===== src/rtl/i2c_apb_cmd_sequencer_if.sv =====
// Command, response and APB bundle between the I2C APB command sequencer and its neighbours.
// master is the sequencer side; slave is the command source / APB target side.
interface i2c_apb_cmd_sequencer_if #(
    parameter int unsigned FIFO_DEPTH = 4
);
    localparam int unsigned LW = $clog2(FIFO_DEPTH) + 1;

    logic          cmd_valid;
    logic          cmd_ready;
    logic          cmd_write;
    logic          cmd_poll;
    logic [7:0]    cmd_addr;
    logic [7:0]    cmd_data;
    logic [7:0]    cmd_match;
    logic          rsp_valid;
    logic          rsp_ready;
    logic [7:0]    rsp_data;
    logic          rsp_err;
    logic [7:0]    apb_addr;
    logic          apb_sel;
    logic          apb_ena;
    logic          apb_write;
    logic [7:0]    apb_wdata;
    logic [7:0]    apb_rdata;
    logic          apb_rready;
    logic          busy;
    logic [LW-1:0] fifo_level;

    modport master (
        input  cmd_valid, cmd_write, cmd_poll, cmd_addr, cmd_data, cmd_match,
        input  rsp_ready, apb_rdata, apb_rready,
        output cmd_ready, rsp_valid, rsp_data, rsp_err,
        output apb_addr, apb_sel, apb_ena, apb_write, apb_wdata, busy, fifo_level
    );

    modport slave (
        output cmd_valid, cmd_write, cmd_poll, cmd_addr, cmd_data, cmd_match,
        output rsp_ready, apb_rdata, apb_rready,
        input  cmd_ready, rsp_valid, rsp_data, rsp_err,
        input  apb_addr, apb_sel, apb_ena, apb_write, apb_wdata, busy, fifo_level
    );
endinterface


===== src/rtl/i2c_apb_cmd_sequencer.sv =====
// APB master that drains a small command FIFO of write / read / poll-until-match accesses
// to the I2C controller register port and returns one response per command, in order.
module i2c_apb_cmd_sequencer #(
    parameter int unsigned FIFO_DEPTH = 4,
    parameter int unsigned POLL_MAX   = 256,
    parameter int unsigned POLL_GAP   = 16
) (
    input logic                     wb_clk_i,
    input logic                     wb_rst_i,
    i2c_apb_cmd_sequencer_if.master bus
);
    localparam int unsigned PW = $clog2(FIFO_DEPTH);
    localparam int unsigned LW = PW + 1;
    localparam int unsigned AW = $clog2(POLL_MAX + 1);
    localparam int unsigned GW = $clog2(POLL_GAP + 1);

    typedef struct packed {
        logic       write;
        logic       poll;
        logic [7:0] addr;
        logic [7:0] data;
        logic [7:0] match;
    } cmd_t;

    typedef enum logic [2:0] {StIdle, StSetup, StAccess, StGap, StResp} state_t;

    cmd_t          fifo_mem [FIFO_DEPTH];
    cmd_t          head;
    cmd_t          cmd_in;
    cmd_t          cmd_q;
    logic [PW-1:0] wr_ptr_q, rd_ptr_q;
    logic [LW-1:0] level_q;
    state_t        state_q;
    logic [AW-1:0] attempt_q;
    logic [GW-1:0] gap_q;
    logic          push, pop, poll_hit;
    logic          rsp_valid_q, rsp_err_q;
    logic [7:0]    rsp_data_q;
    logic          sel_q, ena_q, write_q;
    logic [7:0]    addr_q, wdata_q;

    assign cmd_in   = '{write: bus.cmd_write, poll: bus.cmd_poll, addr: bus.cmd_addr,
                        data: bus.cmd_data, match: bus.cmd_match};
    assign head     = fifo_mem[rd_ptr_q];
    // Held low during reset so every output reads 0 while wb_rst_i is high.
    assign bus.cmd_ready = !wb_rst_i && (level_q < LW'(FIFO_DEPTH));
    assign push     = bus.cmd_valid && bus.cmd_ready;
    assign pop      = (state_q == StIdle) && (level_q != '0) && !rsp_valid_q;
    assign poll_hit = (bus.apb_rdata & cmd_q.data) == cmd_q.match;

    always_ff @(posedge wb_clk_i) begin
        if (push) fifo_mem[wr_ptr_q] <= cmd_in;
    end

    always_ff @(posedge wb_clk_i or posedge wb_rst_i) begin
        if (wb_rst_i) begin
            wr_ptr_q <= '0;
            rd_ptr_q <= '0;
            level_q  <= '0;
        end else begin
            if (push) wr_ptr_q <= wr_ptr_q + PW'(1);
            if (pop)  rd_ptr_q <= rd_ptr_q + PW'(1);
            if (push && !pop)      level_q <= level_q + LW'(1);
            else if (pop && !push) level_q <= level_q - LW'(1);
        end
    end

    always_ff @(posedge wb_clk_i or posedge wb_rst_i) begin
        if (wb_rst_i) begin
            state_q     <= StIdle;
            cmd_q       <= '0;
            attempt_q   <= '0;
            gap_q       <= '0;
            rsp_valid_q <= 1'b0;
            rsp_err_q   <= 1'b0;
            rsp_data_q  <= '0;
            sel_q       <= 1'b0;
            ena_q       <= 1'b0;
            write_q     <= 1'b0;
            addr_q      <= '0;
            wdata_q     <= '0;
        end else begin
            unique case (state_q)
                StIdle: begin
                    if (pop) begin
                        cmd_q     <= head;
                        attempt_q <= '0;
                        sel_q     <= 1'b1;
                        addr_q    <= head.addr;
                        write_q   <= head.write && !head.poll;
                        wdata_q   <= head.data;
                        state_q   <= StSetup;
                    end
                end
                StSetup: begin
                    ena_q   <= 1'b1;
                    state_q <= StAccess;
                end
                StAccess: begin
                    if (bus.apb_rready) begin
                        sel_q   <= 1'b0;
                        ena_q   <= 1'b0;
                        write_q <= 1'b0;
                        addr_q  <= '0;
                        wdata_q <= '0;
                        if (cmd_q.poll) begin
                            attempt_q  <= attempt_q + AW'(1);
                            rsp_data_q <= bus.apb_rdata;
                            if (poll_hit || attempt_q == AW'(POLL_MAX - 1)) begin
                                rsp_err_q   <= !poll_hit;
                                rsp_valid_q <= 1'b1;
                                state_q     <= StResp;
                            end else begin
                                gap_q   <= '0;
                                state_q <= StGap;
                            end
                        end else begin
                            rsp_data_q  <= cmd_q.write ? 8'h00 : bus.apb_rdata;
                            rsp_err_q   <= 1'b0;
                            rsp_valid_q <= 1'b1;
                            state_q     <= StResp;
                        end
                    end
                end
                StGap: begin
                    if (gap_q == GW'(POLL_GAP - 1)) begin
                        sel_q   <= 1'b1;
                        addr_q  <= cmd_q.addr;
                        wdata_q <= cmd_q.data;
                        state_q <= StSetup;
                    end else begin
                        gap_q <= gap_q + GW'(1);
                    end
                end
                StResp: begin
                    if (bus.rsp_ready) begin
                        rsp_valid_q <= 1'b0;
                        state_q     <= StIdle;
                    end
                end
                default: state_q <= StIdle;
            endcase
        end
    end

    assign bus.rsp_valid  = rsp_valid_q;
    assign bus.rsp_data   = rsp_data_q;
    assign bus.rsp_err    = rsp_err_q;
    assign bus.apb_addr   = addr_q;
    assign bus.apb_sel    = sel_q;
    assign bus.apb_ena    = ena_q;
    assign bus.apb_write  = write_q;
    assign bus.apb_wdata  = wdata_q;
    assign bus.busy       = (state_q != StIdle) || (level_q != '0);
    assign bus.fifo_level = level_q;
endmodule


===== src/flat_wrapper.sv =====
// flat-port wrapper written by rule: the top's interface ports become plain ports
module i2c_apb_cmd_sequencer_flat 
#(
    parameter int unsigned FIFO_DEPTH = 4,
    parameter int unsigned POLL_MAX   = 256,
    parameter int unsigned POLL_GAP   = 16
)
  (wb_clk_i, wb_rst_i, bus_cmd_valid, bus_cmd_write, bus_cmd_poll, bus_cmd_addr, bus_cmd_data, bus_cmd_match, bus_rsp_ready, bus_apb_rdata, bus_apb_rready, bus_cmd_ready, bus_rsp_valid, bus_rsp_data, bus_rsp_err, bus_apb_addr, bus_apb_sel, bus_apb_ena, bus_apb_write, bus_apb_wdata, bus_busy, bus_fifo_level);
  i2c_apb_cmd_sequencer_if #(.FIFO_DEPTH(FIFO_DEPTH)) bus_i ();
  input logic wb_clk_i;
  input logic wb_rst_i;
  input wire logic [$bits(bus_i.cmd_valid)-1:0] bus_cmd_valid;
  input wire logic [$bits(bus_i.cmd_write)-1:0] bus_cmd_write;
  input wire logic [$bits(bus_i.cmd_poll)-1:0] bus_cmd_poll;
  input wire logic [$bits(bus_i.cmd_addr)-1:0] bus_cmd_addr;
  input wire logic [$bits(bus_i.cmd_data)-1:0] bus_cmd_data;
  input wire logic [$bits(bus_i.cmd_match)-1:0] bus_cmd_match;
  input wire logic [$bits(bus_i.rsp_ready)-1:0] bus_rsp_ready;
  input wire logic [$bits(bus_i.apb_rdata)-1:0] bus_apb_rdata;
  input wire logic [$bits(bus_i.apb_rready)-1:0] bus_apb_rready;
  output wire logic [$bits(bus_i.cmd_ready)-1:0] bus_cmd_ready;
  output wire logic [$bits(bus_i.rsp_valid)-1:0] bus_rsp_valid;
  output wire logic [$bits(bus_i.rsp_data)-1:0] bus_rsp_data;
  output wire logic [$bits(bus_i.rsp_err)-1:0] bus_rsp_err;
  output wire logic [$bits(bus_i.apb_addr)-1:0] bus_apb_addr;
  output wire logic [$bits(bus_i.apb_sel)-1:0] bus_apb_sel;
  output wire logic [$bits(bus_i.apb_ena)-1:0] bus_apb_ena;
  output wire logic [$bits(bus_i.apb_write)-1:0] bus_apb_write;
  output wire logic [$bits(bus_i.apb_wdata)-1:0] bus_apb_wdata;
  output wire logic [$bits(bus_i.busy)-1:0] bus_busy;
  output wire logic [$bits(bus_i.fifo_level)-1:0] bus_fifo_level;
  assign bus_i.cmd_valid = bus_cmd_valid;
  assign bus_i.cmd_write = bus_cmd_write;
  assign bus_i.cmd_poll = bus_cmd_poll;
  assign bus_i.cmd_addr = bus_cmd_addr;
  assign bus_i.cmd_data = bus_cmd_data;
  assign bus_i.cmd_match = bus_cmd_match;
  assign bus_i.rsp_ready = bus_rsp_ready;
  assign bus_i.apb_rdata = bus_apb_rdata;
  assign bus_i.apb_rready = bus_apb_rready;
  assign bus_cmd_ready = bus_i.cmd_ready;
  assign bus_rsp_valid = bus_i.rsp_valid;
  assign bus_rsp_data = bus_i.rsp_data;
  assign bus_rsp_err = bus_i.rsp_err;
  assign bus_apb_addr = bus_i.apb_addr;
  assign bus_apb_sel = bus_i.apb_sel;
  assign bus_apb_ena = bus_i.apb_ena;
  assign bus_apb_write = bus_i.apb_write;
  assign bus_apb_wdata = bus_i.apb_wdata;
  assign bus_busy = bus_i.busy;
  assign bus_fifo_level = bus_i.fifo_level;
  i2c_apb_cmd_sequencer #(.FIFO_DEPTH(FIFO_DEPTH), .POLL_MAX(POLL_MAX), .POLL_GAP(POLL_GAP)) u_core (.wb_clk_i(wb_clk_i), .wb_rst_i(wb_rst_i), .bus(bus_i));
endmodule

===== config.mk =====
export PLATFORM = sky130hd
export DESIGN_NAME = i2c_apb_cmd_sequencer_flat
export DESIGN_NICKNAME = d
export VERILOG_FILES = /design/src/rtl/i2c_apb_cmd_sequencer_if.sv /design/src/rtl/i2c_apb_cmd_sequencer.sv /design/src/flat_wrapper.sv
export SDC_FILE = /design/constraint.sdc
export NUM_CORES = 1
export LEC_CHECK = 0
export ABC_AREA = 1
export CAP_MARGIN = 20
export CORE_ASPECT_RATIO = 0.75
export CORE_UTILIZATION = 56
export CTS_BUF_LIST = sky130_fd_sc_hd__clkbuf_4 sky130_fd_sc_hd__clkbuf_8
export DETAILED_ROUTE_END_ITERATION = 10
export GPL_ROUTABILITY_DRIVEN = 1
export GPL_TIMING_DRIVEN = 0
export PLACE_DENSITY = 0.85
export SYNTH_ARGS = -nofsm -noshare
export SYNTH_HDL_FRONTEND = slang
export SYNTH_SLANG_ARGS = --single-unit
export TNS_END_PERCENT = 100

===== constraint.sdc =====
create_clock -name wb_clk_i -period 3.49 [get_ports wb_clk_i]
set_clock_uncertainty 0.05 [all_clocks]
set_input_delay 0.698 -clock wb_clk_i [delete_from_list [all_inputs] [get_ports wb_clk_i]]
set_output_delay 0.698 -clock wb_clk_i [all_outputs]
set_load 0.01 [all_outputs]

==> metrics.txt <==
# TYPE chip_impl_metric gauge
chip_impl_info{name="outcome",value="finished, final reports clean"} 1
chip_impl_metric{name="tritoncts.num_buffers",unit=""} 17
chip_impl_metric{name="drtIter0Drc",unit=""} 629
chip_impl_metric{name="slew_headroom",unit="%"} 41.4
chip_impl_info{name="synth_common_cells",value="nand2_1 (194), edfxtp_1 (104), o21ai_0 (98)"} 1
chip_impl_metric{name="initial_utilization",unit="%"} 58.4
chip_impl_metric{name="antenna_found_initial",unit=""} 0
chip_impl_info{name="worstHoldStart",value="u_core.bus.apb_wdata[4]"} 1
chip_impl_metric{name="yosysUniqueCellTypes",unit=""} 36
chip_impl_metric{name="setup-violations-final",unit=""} 0
chip_impl_metric{name="cts_setup_buffers",unit=""} 0
chip_impl_metric{name="worstMarginPinSlew",unit="ps"} 877
chip_impl_metric{name="timing.critical_path.fanout_max",unit=""} 10
chip_impl_metric{name="rows",unit=""} 36
chip_impl_metric{name="die-width",unit="um"} 137
chip_impl_metric{name="route.final.wire_length",unit="mm"} 17.6
chip_impl_metric{name="grt_use_met2",unit="%"} 40.8
chip_impl_info{name="crit-reg2reg-launch",value="u_core.bus.fifo_level[0]"} 1
chip_impl_metric{name="leakagePower",unit="nW"} 3.64
chip_impl_info{name="cp_top_family",value="buffers and inverters"} 1
chip_impl_metric{name="synth.ff_latch_count",unit=""} 183
chip_impl_metric{name="floorplan.core_area",unit="um2"} 13200
chip_impl_metric{name="critical_path.n_buffers_inverters",unit=""} 3
chip_impl_info{name="cp_cell_sequence",value="nor3_2, nor2_1, nand2_1, buf_2, buf_2, ha_1, inv_1, fa_1, a21oi_1, o21ai_0, xnor2_1"} 1
chip_impl_metric{name="post-route-util",unit="%"} 68.5
chip_impl_metric{name="pin_count",unit=""} 73
chip_impl_metric{name="fin_area",unit="um2"} 9040
chip_impl_metric{name="route.detailed.vias_per_inst",unit=""} 5.76
chip_impl_metric{name="period_share",unit="%"} 78.0
chip_impl_metric{name="vias",unit=""} 5794
chip_impl_info{name="rsz0062_at_grt",value="no"} 1
chip_impl_metric{name="drive_gt1_share",unit="%"} 8.26
chip_impl_metric{name="post_cts_resize_count",unit=""} 0
chip_impl_info{name="clockRootBuffer",value="clkbuf_8"} 1
chip_impl_info{name="path_common_cell",value="buf_2"} 1
chip_impl_metric{name="die_area",unit="um2"} 14200
chip_impl_metric{name="syn_avg_cell_area",unit="um2"} 10.6
chip_impl_metric{name="finalHoldViolations",unit=""} 0
chip_impl_metric{name="worstPathRequired",unit="ps"} 3790
chip_impl_metric{name="critical-path-max-stage-delay",unit="ps"} 460
chip_impl_metric{name="detailed_place.area",unit="um2"} 8700
chip_impl_metric{name="clkLatencyLatePin",unit="ps"} 460
chip_impl_metric{name="clkSlewWorstSetupHoldPaths",unit="ps"} 90
chip_impl_metric{name="maxCapViolCount",unit=""} 0
chip_impl_metric{name="grt_max_degree",unit=""} 74
chip_impl_metric{name="cell_area_after_technology_mapping",unit="um2"} 7710
chip_impl_metric{name="worst_ep_arrival_time",unit="ps"} 3030
chip_impl_metric{name="maxClockFrequency",unit="GHz"} 0.367
chip_impl_metric{name="synthDominantCellAreaShare",unit="%"} 40.5
chip_impl_metric{name="yosysWarnings",unit=""} 0
chip_impl_metric{name="drc_errors",unit=""} 0
chip_impl_metric{name="first_pass_iters",unit=""} 5
chip_impl_metric{name="number_of_enable_type_register_cells_in_the_synthesized_netlist",unit=""} 104
chip_impl_info{name="min-delay-path-class",value="register to register"} 1
chip_impl_metric{name="overall_overflow_remaining_after_global_route",unit=""} 0
chip_impl_metric{name="worst_ir_drop_vdd",unit="mV"} 0.497
chip_impl_info{name="synth_top_cell_by_area",value="edfxtp_1"} 1
chip_impl_metric{name="cts_buffer_depth",unit=""} 2
chip_impl_info{name="cp-startpoint",value="u_core.bus.fifo_level[0]"} 1
chip_impl_metric{name="grt_util_met3",unit="%"} 5.92
chip_impl_metric{name="synth-seq-area-share",unit="%"} 66.2
chip_impl_info{name="crit_path_end_kind",value="register"} 1
chip_impl_metric{name="dpl.hpwl",unit="mm"} 12.1
chip_impl_metric{name="count_of_nets_left_with_antenna_violations_after_detail_routing",unit=""} 0
chip_impl_metric{name="power-per-cell-area",unit="nW/um2"} 844
chip_impl_metric{name="port_buffers",unit=""} 72
chip_impl_metric{name="num_antenna_cells",unit=""} 0
chip_impl_metric{name="fp.dieH",unit="um"} 104
chip_impl_metric{name="area_growth",unit="%"} 17.3
chip_impl_info{name="critPathKind",value="register to register"} 1
chip_impl_metric{name="use_met1",unit="%"} 37.6
chip_impl_metric{name="post_route_hold_slack",unit="ps"} 426
chip_impl_info{name="yosys_most_used_dff",value="edfxtp_1"} 1
chip_impl_info{name="critical_path_startpoint_category",value="register"} 1
chip_impl_metric{name="grt_util_all_layers",unit="%"} 26.6
chip_impl_info{name="netlist_top_cells_area",value="edfxtp_1 (41%), dfrtp_1 (26%), nand2_1 (9.4%), o21ai_0 (6.4%), nor2_1 (3.2%)"} 1
chip_impl_info{name="synthMostInstantiatedCell",value="nand2_1"} 1
chip_impl_metric{name="finish.net_count",unit=""} 871
chip_impl_metric{name="postSynthCellCount",unit=""} 730
chip_impl_metric{name="clock_sink_count",unit=""} 183
chip_impl_info{name="crit_path_top_delay_cell",value="dfrtp_1"} 1
chip_impl_metric{name="htree_levels",unit=""} 4
chip_impl_metric{name="post-place-ws",unit="ps"} 487
chip_impl_metric{name="routed_wire_length_per_instance",unit="um"} 17.5
chip_impl_metric{name="gp_routability_congestion",unit=""} 0.875
chip_impl_metric{name="post_syn_nets",unit=""} 779
chip_impl_metric{name="async_set_reset_flop_share_out_of_synthesis",unit="%"} 43.2
chip_impl_metric{name="cts_hold_buffers",unit=""} 0
chip_impl_metric{name="p_total",unit="mW"} 7.63
chip_impl_metric{name="report.final.slew_viol_count",unit=""} 0
chip_impl_metric{name="via_count_of_the_first_global_routing_pass",unit=""} 5483
chip_impl_info{name="grt_most_used_layer",value="met2"} 1
chip_impl_metric{name="timing.final.ws_setup",unit="ps"} 767
chip_impl_metric{name="global_route_wire_length_before_repair",unit="mm"} 28.1
chip_impl_info{name="cts_tree",value="built"} 1
chip_impl_metric{name="finalCriticalPeriod",unit="ps"} 2720
## layer usage
| metal | share of wire [%] | routed length [um] | vias to the layer above |
|---|---|---|---|
| met2 | 47 | 8210 | 291 |
| met1 | 42 | 7470 | 2796 |
| met5 | 0 | 0 | - |
| met4 | 2.2 | 392 | 0 |
| met3 | 8.6 | 1510 | 37 |
| li1 | - | - | 2670 |
## registers in the layout, indices dropped and copies added, names as in the netlist, 3 cells and up
register / flops
u_core.fifo_mem: 104
u_core.cmd_q: 26
u_core.attempt_q: 9
u_core.bus.apb_addr: 8
u_core.bus.apb_wdata: 8
u_core.bus.rsp_data: 8
u_core.gap_q: 5
u_core.bus.fifo_level: 3
u_core.state_q: 3
## worst paths after layout
| path | slack, ps | end | cells past startpoint |
|---|---|---|---|
| max in group asynchronous | 2340 | u_core.cmd_q[9] | 3 |
| max | 770 | u_core.bus.fifo_level[2] | 11 |
| min | 430 | u_core.bus.apb_wdata[4] | 2 |
| min reg2reg | 430 | u_core.bus.apb_wdata[4] | 2 |
| max reg2reg | 770 | u_core.bus.fifo_level[2] | 11 |
| min in group asynchronous | 470 | u_core.bus.fifo_level[1] | 2 |
## worst reg2reg max path: stages (launching register included)
cell	delay (ps)
dfrtp_1	460
nor3_2	340
nor2_1	70
nand2_1	110
buf_2	260
buf_2	280
ha_1	190
inv_1	70
fa_1	370
a21oi_1	140
o21ai_0	120
xnor2_1	140
## report_power, final
part / leakage, nW / internal (mW) / switching, mW
combinational: 1.52 / 1.17 / 2.14
clock: 0.179 / 0.525 / 0.728
sequential: 1.94 / 2.77 / 0.300
## stage by stage
stage	setup TNS, ps	instances
3_3_place_gp	-64080	973
5_1_grt	0	1006
4_1_cts	0	1006
6_report	0	1006
3_5_place_dp	0	974
2_1_floorplan	0	730
## cell type report
cell class,instances,area (um2)
flip-flops and latches,183,5100
inverters,41,159
multi-input cells,476,2340
well taps,171,214
plain buffers,30,139
clock buffers,21,264
repair buffers,73,748
clock inverters,11,75.1
fillers,940,4160
## placed cells by master, fill, tap and decap left out, types with 4 or more instances in the layout
cell	instances
clkbuf_1	18
a21oi_1	6
ha_1	9
clkbuf_4	4
buf_2	9
inv_2	5
edfxtp_1	104
nor2_1	62
nand2_1	194
inv_4	5
inv_1	32
nor2_4	5
o22ai_1	9
dfrtp_1	79
xor2_1	9
nand3_1	48
clkdlybuf4s50_1	72
clkbuf_8	17
o21ai_0	98
o22a_1	11
## logic make-up after synthesis
logic type	synth area share (%)
flip-flops	66.2
AO/OA/AOI/OAI	9.38
multiplexers	0.146
adder cells (fa/ha/maj)	1.72
buffers and inverters	3.83
XOR/XNOR	1.25
AND/OR/NAND/NOR	17.5
No activity file was read; power rests on OpenSTA's default activity.
